File: config.mk
export PLATFORM = sky130hd
export DESIGN_NAME = camera_frame_capture
export DESIGN_NICKNAME = d
export VERILOG_FILES = /design/src/rtl/camera_capture_pkg.sv /design/src/rtl/rgb565_byte_packer.sv /design/src/rtl/camera_frame_capture.sv
export SDC_FILE = /design/constraint.sdc
export NUM_CORES = 1
export LEC_CHECK = 0
export ABC_AREA = 1
export ABC_CLOCK_PERIOD_IN_PS = 8700
export CORE_ASPECT_RATIO = 0.75
export CORE_MARGIN = 2
export CORE_UTILIZATION = 50
export DETAILED_ROUTE_END_ITERATION = 7
export GPL_ROUTABILITY_DRIVEN = 0
export GPL_TIMING_DRIVEN = 0
export MAX_ROUTING_LAYER = met4
export PLACE_DENSITY = 0.78
export SYNTH_ARGS = -nofsm -noshare
export SYNTH_HDL_FRONTEND = slang
export SYNTH_SLANG_ARGS = --single-unit
export TNS_END_PERCENT = 10
File: constraint.sdc
create_clock -name clk_i -period 8.7 [get_ports clk_i]
set_input_delay 1.305 -clock clk_i [delete_from_list [all_inputs] [get_ports clk_i]]
set_output_delay 1.305 -clock clk_i [all_outputs]
set_load 0.05 [all_outputs]
File: src/rtl/camera_capture_pkg.sv
// Shared types and constants for the camera frame capture block.
package camera_capture_pkg;

    typedef enum logic [1:0] {
        S_WAIT_VSYNC = 2'd0,
        S_VSYNC      = 2'd1,
        S_ACTIVE     = 2'd2
    } capture_state_t;

    typedef struct packed {
        logic [4:0] r;
        logic [5:0] g;
        logic [4:0] b;
    } rgb565_t;

    localparam int VGA_ACTIVE_COLUMNS = 640;
    localparam int VGA_ACTIVE_ROWS    = 480;

    // The camera sends the high byte first; it lands in [15:8] of the pixel.
    function automatic rgb565_t pack_rgb565(input logic [7:0] hi, input logic [7:0] lo);
        return rgb565_t'({hi, lo});
    endfunction

endpackage

File: src/rtl/rgb565_byte_packer.sv
// Pairs consecutive camera bytes into one RGB565 pixel.
// pixel_o/strobe_o are combinational so the top can register them together
// with the pixel coordinates in the same cycle.
module rgb565_byte_packer
    import camera_capture_pkg::*;
(
    input  logic        clk_i,
    input  logic        reset_i,
    input  logic        accept_i,
    input  logic        flush_i,
    input  logic [7:0]  byte_i,
    output logic        phase_o,
    output logic [15:0] pixel_o,
    output logic        strobe_o
);

    logic       phase_q;
    logic [7:0] high_q;

    // Toggle the byte phase on each accepted byte; hold the first byte of a pair.
    always_ff @(posedge clk_i or posedge reset_i) begin
        if (reset_i) begin
            phase_q <= 1'b0;
            high_q  <= 8'h00;
        end else if (flush_i) begin
            phase_q <= 1'b0;
        end else if (accept_i) begin
            if (!phase_q) begin
                high_q <= byte_i;
            end
            phase_q <= ~phase_q;
        end
    end

    assign phase_o  = phase_q;
    assign pixel_o  = pack_rgb565(high_q, byte_i);
    assign strobe_o = accept_i & phase_q;

endmodule

File: src/rtl/camera_frame_capture.sv
// Camera sync-pulse receiver: VSYNC/HREF/byte stream -> RGB565 pixels with
// x/y and frame-buffer write address.
// Build option: define DOWNSAMPLE_EN to keep only even-x/even-y pixels.
// Output handshake: pixel_valid_o is a one-cycle strobe with no backpressure;
// pixel_o, addr_o, x_o and y_o are meaningful only in a cycle where it is high.
// state_o exposes the capture FSM state for debug.
module camera_frame_capture
    import camera_capture_pkg::*;
#(
    parameter int ACTIVE_COLUMNS = VGA_ACTIVE_COLUMNS,
    parameter int ACTIVE_ROWS    = VGA_ACTIVE_ROWS,
`ifdef DOWNSAMPLE_EN
    parameter int FRAME_PIXELS   = (VGA_ACTIVE_COLUMNS / 2) * (VGA_ACTIVE_ROWS / 2)
`else
    parameter int FRAME_PIXELS   = VGA_ACTIVE_COLUMNS * VGA_ACTIVE_ROWS
`endif
) (
    input  logic                              clk_i,
    input  logic                              reset_i,
    input  logic                              enable_i,
    input  logic                              vsync_i,
    input  logic                              href_i,
    input  logic [7:0]                        data_i,
    output logic [15:0]                       pixel_o,
    output logic                              pixel_valid_o,
    output logic [$clog2(FRAME_PIXELS)-1:0]   addr_o,
    output logic [$clog2(ACTIVE_COLUMNS)-1:0] x_o,
    output logic [$clog2(ACTIVE_ROWS)-1:0]    y_o,
    output logic                              frame_done_o,
    output logic                              frame_err_o,
    output logic [1:0]                        state_o
);

    localparam int AW  = $clog2(FRAME_PIXELS);
    localparam int XOW = $clog2(ACTIVE_COLUMNS);
    localparam int YOW = $clog2(ACTIVE_ROWS);
    // Internal counters are one value wider so they can saturate at the limit.
    localparam int XW  = $clog2(ACTIVE_COLUMNS + 1);
    localparam int YW  = $clog2(ACTIVE_ROWS + 1);
    localparam int CW  = $clog2(FRAME_PIXELS + 1);
    localparam logic [XW-1:0] COLS_L = XW'(ACTIVE_COLUMNS);
    localparam logic [YW-1:0] ROWS_L = YW'(ACTIVE_ROWS);
    localparam logic [CW-1:0] FP_L   = CW'(FRAME_PIXELS);

    capture_state_t state_q, state_d;
    logic           enter_active, done_evt;

    logic       vsync_q, vsync_d, href_q, href_d;
    logic [7:0] data_q;
    logic       vsync_rise, vsync_fall, href_fall;

    logic [XW-1:0] x_cnt;
    logic [YW-1:0] y_cnt;
    logic [CW-1:0] addr_cnt;

    logic        active, accept, flush, line_end;
    logic        packer_phase, pix_done;
    logic [15:0] packer_pixel;
    logic        x_in, y_in, addr_ok, keep, emit, err_evt;

    // Register camera pins once, plus a delayed copy for edge detection.
    always_ff @(posedge clk_i or posedge reset_i) begin
        if (reset_i) begin
            vsync_q <= 1'b0;
            vsync_d <= 1'b0;
            href_q  <= 1'b0;
            href_d  <= 1'b0;
            data_q  <= 8'h00;
        end else begin
            vsync_q <= vsync_i;
            vsync_d <= vsync_q;
            href_q  <= href_i;
            href_d  <= href_q;
            data_q  <= data_i;
        end
    end

    assign vsync_rise = vsync_q & ~vsync_d;
    assign vsync_fall = ~vsync_q & vsync_d;
    assign href_fall  = ~href_q & href_d;

    // FSM state register.
    always_ff @(posedge clk_i or posedge reset_i) begin
        if (reset_i) begin
            state_q <= S_WAIT_VSYNC;
        end else begin
            state_q <= state_d;
        end
    end

    // Next state: a full vsync pulse must be seen before capture starts.
    always_comb begin
        state_d      = state_q;
        enter_active = 1'b0;
        done_evt     = 1'b0;
        case (state_q)
            S_WAIT_VSYNC: if (vsync_rise) state_d = S_VSYNC;
            S_VSYNC: begin
                if (vsync_fall) begin
                    if (enable_i) begin
                        state_d      = S_ACTIVE;
                        enter_active = 1'b1;
                    end else begin
                        state_d = S_WAIT_VSYNC;
                    end
                end
            end
            S_ACTIVE: begin
                if (vsync_rise) begin
                    state_d  = S_VSYNC;
                    done_evt = 1'b1;
                end
            end
            default: state_d = S_WAIT_VSYNC;
        endcase
    end

    assign state_o  = state_q;
    assign active   = (state_q == S_ACTIVE);
    // Bytes arriving with vsync already high belong to an aborted line.
    assign accept   = active & href_q & ~vsync_q;
    assign flush    = ~active | href_fall;
    assign line_end = active & href_fall;

    rgb565_byte_packer u_packer (
        .clk_i    (clk_i),
        .reset_i  (reset_i),
        .accept_i (accept),
        .flush_i  (flush),
        .byte_i   (data_q),
        .phase_o  (packer_phase),
        .pixel_o  (packer_pixel),
        .strobe_o (pix_done)
    );

    assign x_in    = (x_cnt < COLS_L);
    assign y_in    = (y_cnt < ROWS_L);
    assign addr_ok = (addr_cnt < FP_L);
`ifdef DOWNSAMPLE_EN
    assign keep    = ~x_cnt[0] & ~y_cnt[0];
`else
    assign keep    = 1'b1;
`endif
    assign emit    = pix_done & x_in & y_in & keep & addr_ok;

    // Frame-format violations that set the sticky error flag.
    always_comb begin
        err_evt = 1'b0;
        if (pix_done && !(x_in && y_in)) err_evt = 1'b1;
        if (pix_done && x_in && y_in && keep && !addr_ok) err_evt = 1'b1;
        if (line_end && (packer_phase || (x_cnt != COLS_L))) err_evt = 1'b1;
        if (done_evt && (href_q || (y_cnt != ROWS_L))) err_evt = 1'b1;
    end

    // Counters, pixel outputs and status flags.
    always_ff @(posedge clk_i or posedge reset_i) begin
        if (reset_i) begin
            x_cnt         <= '0;
            y_cnt         <= '0;
            addr_cnt      <= '0;
            pixel_o       <= 16'h0000;
            pixel_valid_o <= 1'b0;
            addr_o        <= '0;
            x_o           <= '0;
            y_o           <= '0;
            frame_done_o  <= 1'b0;
            frame_err_o   <= 1'b0;
        end else begin
            pixel_valid_o <= 1'b0;
            frame_done_o  <= done_evt;
            if (enter_active) begin
                x_cnt       <= '0;
                y_cnt       <= '0;
                addr_cnt    <= '0;
                addr_o      <= '0;
                x_o         <= '0;
                y_o         <= '0;
                frame_err_o <= 1'b0;
            end else begin
                if (err_evt) frame_err_o <= 1'b1;
                if (pix_done && x_in) x_cnt <= x_cnt + XW'(1);
                if (emit) begin
                    pixel_o       <= packer_pixel;
                    pixel_valid_o <= 1'b1;
                    addr_o        <= addr_cnt[AW-1:0];
                    x_o           <= x_cnt[XOW-1:0];
                    y_o           <= y_cnt[YOW-1:0];
                    addr_cnt      <= addr_cnt + CW'(1);
                end
                if (line_end) begin
                    x_cnt <= '0;
                    if (y_in) y_cnt <= y_cnt + YW'(1);
                end
            end
        end
    end

endmodule

==> results.md <==
- Outcome: complete, no violations
- Arr. time, crit path: 1.77 ns
- Slew Viols, Final: 0
- Setup violators final: 0
- Crit path buffers/inverters: 1
- Lkg Pwr: 3.05 nW
- Synth Register Bits: 118
- Layout cells sized above 1: 0.0820
- Crit start category: flip-flop
- Resize count post-CTS: 0
- Chip width: 122 um
- Gate power share: 0.257
- Worst path depth: 1
- Overall routing resource usage: 0.243
- Met2 usage: 0.375
- DRT Wirelength: 12200 um
- Final Hold Viols: 0
- Rel. slew slack: 0.622
- CP endpoint kind: output port
- Sequential share of power: 0.385
- CTS buffer count: 17
- Pre-Repair DR Iteration Count: 5
- Mean Syn Cell Area: 8.76 um^2
- Peak VDD IR: 0.158 mV
- Fin crit period: 3.08 ns
- Final nets: 701
- Hold depth: 0
- RSZ-0062 raised after global routing: false
- Final Cell Area: 6660 um^2
- Placed Cells: 800
- CTS root buf: clkbuf_16
- Residual DRC: 0
- Crit path kind: flip-flop to output port
- Height of the die: 92.2 um
- Internal Power: 0.00122 W
- First-pass GRT wire length: 20400 um
- Largest net degree at the start of global routing: 76
- I/O Buffers: 71
- Post-Layout Cell Count: 831
- Crit-path slowest cell: clkdlybuf4s50_1
- Hold WS: 0.395 ns
- Routed vias: 4360
- HP Class: flip-flop to flip-flop
- Clock share of power: 0.358
- Final period util: 0.354
- Grt met3 use: 0.0728
- Wire per inst: 14.7 um
- Netlist cell types: 31
- R2R depth: 8
- Syn-to-layout area delta: 28.3%
- Placed Area: 6100 um^2
- Grt total ovfl: 0
- Sink Count: 118
- Share of the synthesized area in the top cell type: 0.569
- CTS tree: done
- Net Switching: 0.000605 W
- DRT iter0 DRCs: 381
- YS warnings: 0
- Cell area after synthesis: 5190 um^2
- Cell Pwr Density: 275 nW/um^2
- Post-route ant nets: 0
- HPWL Detailed: 8450 um
- Syn nets: 610
- Starting Density: 0.508
- Clock Latency Late Sink: 0.41 ns
- IO Pins: 72
- Setup TNS: 0 ns
- Max-Cap Viols: 0
- Hold_buf cts: 0
- Max Clk Rate: 325 MHz
- Critical path, cell by cell: clkdlybuf4s50_1
- Post-CTS Setup Bufs: 0
- Sw Ratio: 0.331
- Vias in the first global route: 4271
- Rows: 32
- Setup Skew: 0.00746 ns
- Core area: 10200 um^2
- Worst-Margin Slew: 0.567 ns
- Clock Pin Slew Worst Setup and Hold Paths: 0.05 ns
- Largest delay contributor family on the critical path: buffers and inverters
- Sequential element share of the synthesized area: 0.569
- Most used routing layer: met2
- Mapped Cells: 592
- Req. time, crit path: 7.39 ns
- Area contributors post-synth: dfrtp_1 57%, nand2_1 12%, nand3_1 4.1%
- Vias per inst: 5.25
- Initial antenna violation count: 0
- Longest Clk Path Bufs: 2
- Dominant cell type by area after synthesis: dfrtp_1
- N_diodes: 0
- Die area: 11200 um^2
- Critical Path Fanout Max: 6
- Grt met1 use: 0.309
- Max incr delay on CP: 0.89 ns
- H-tree depth: 4
[layout make-up]
cell class / instances / area (um^2)
sequential: 118 / 2950
tap: 136 / 170
inverter: 60 / 228
timing repair buffer: 72 / 738
buffer: 18 / 125
clock inverter: 3 / 40.0
clock buffer: 28 / 517
fill: 818 / 3550
multi-input combinational: 396 / 1890
[layer usage]
metal  vias up  wire length [um]
met2       168              5820
met1      2073              5440
met3        24               709
li1       2095                 -
met4         0               205
met5         -                 0
[kinds of logic (layout without fill, tap and decap cells)]
group / Yosys count / in the layout / synth area share
DFF: 118 / 118 / 0.569
AOI/OAI and AO/OA: 93 / 93 / 0.0921
buffers and inverters: 78 / 181 / 0.0675
xor gates and xnor gates: 7 / 7 / 0.0118
and+or+nand+nor: 291 / 291 / 0.247
adders and majority gates: 5 / 5 / 0.0121
[cell usage after synthesis (all sizes together)]
cell    instances
a21boi          1
a21oi          11
and2            2
buf            13
clkbuf          5
clkinv          1
dfrtp         118
ha              5
inv            59
nand2         170
nand3          47
nand3b          1
nand4          13
nor2           46
nor3            8
nor3b           2
o21ai          78
o22ai           1
o31ai           2
or2             2
xor2            7
[flip-flops by register name, indices dropped and copies added, names as in the netlist, 2 cells and up]
name,flops
state_o,2
addr_o,19
data_q,8
y_o,9
pixel_o,16
y_cnt,9
x_cnt,10
addr_cnt,19
u_packer.high_q,8
x_o,10
[layout by cell type (no fill, tap or decap), drive strengths merged, types with 2 or more instances in the layout]
master,synthesis,routed
nand4,13,13
o31ai,2,2
dfrtp,118,118
nor3b,2,2
clkinv,1,3
xor2,7,7
or2,2,2
buf,13,14
nand3,47,47
clkbuf,5,33
a21oi,11,11
ha,5,5
o21ai,78,78
nand2,170,170
nor3,8,8
nor2,46,46
and2,2,2
inv,59,59
clkdlybuf4s50,0,71
[worst register-to-register path: stages, from the launching register on]
cell and delay (ns):
dfrtp_1 0.37, ha_1 0.21, nand3_1 0.16, nor2_1 0.29, inv_1 0.11, nor3_1 0.25
nand3_1 0.12, nand2_1 0.07, nor2_1 0.04
[power groups by stage]
stage	Combinational [W]	Clock (W)	Sequential [W]
6_report	0.000469	0.000654	0.000704
5_1_grt	0.000500	0.000689	0.000716
4_1_cts	0.000473	0.000660	0.000705
3_5_place_dp	0.000471	0	0.000712
3_3_place_gp	0.000461	0	0.000707
2_1_floorplan	0.000114	0	0.000901
[metrics by stage]
stage | power, W | setup WS (ns) | util
after floorplan | 0.00102 | 4.27 | -
after global placement | 0.00117 | 2.75 | 0.594
after detailed placement | 0.00118 | 5.83 | 0.597
after CTS | 0.00184 | 5.62 | 0.652
after global routing | 0.00191 | 5.57 | 0.652
final | 0.00183 | 5.62 | 0.652
[worst paths after layout]
check | from | slack (ns) | endpoint
max | state_o[1]$_DFFE_PP0P_ | 5.62 | state_o[1]
min | vsync_q$_DFF_PP0_ | 0.39 | vsync_d$_DFF_PP0_
max reg2reg | addr_cnt[0]$_DFFE_PP0P_ | 6.97 | addr_cnt[10]$_DFFE_PP0P_
min reg2reg | vsync_q$_DFF_PP0_ | 0.39 | vsync_d$_DFF_PP0_
max in group asynchronous | reset_i | 6.63 | data_q[3]$_DFF_PP0_
min in group asynchronous | reset_i | 1.31 | addr_o[10]$_DFFE_PP0P_
No activity file was read; power rests on OpenSTA's default activity.
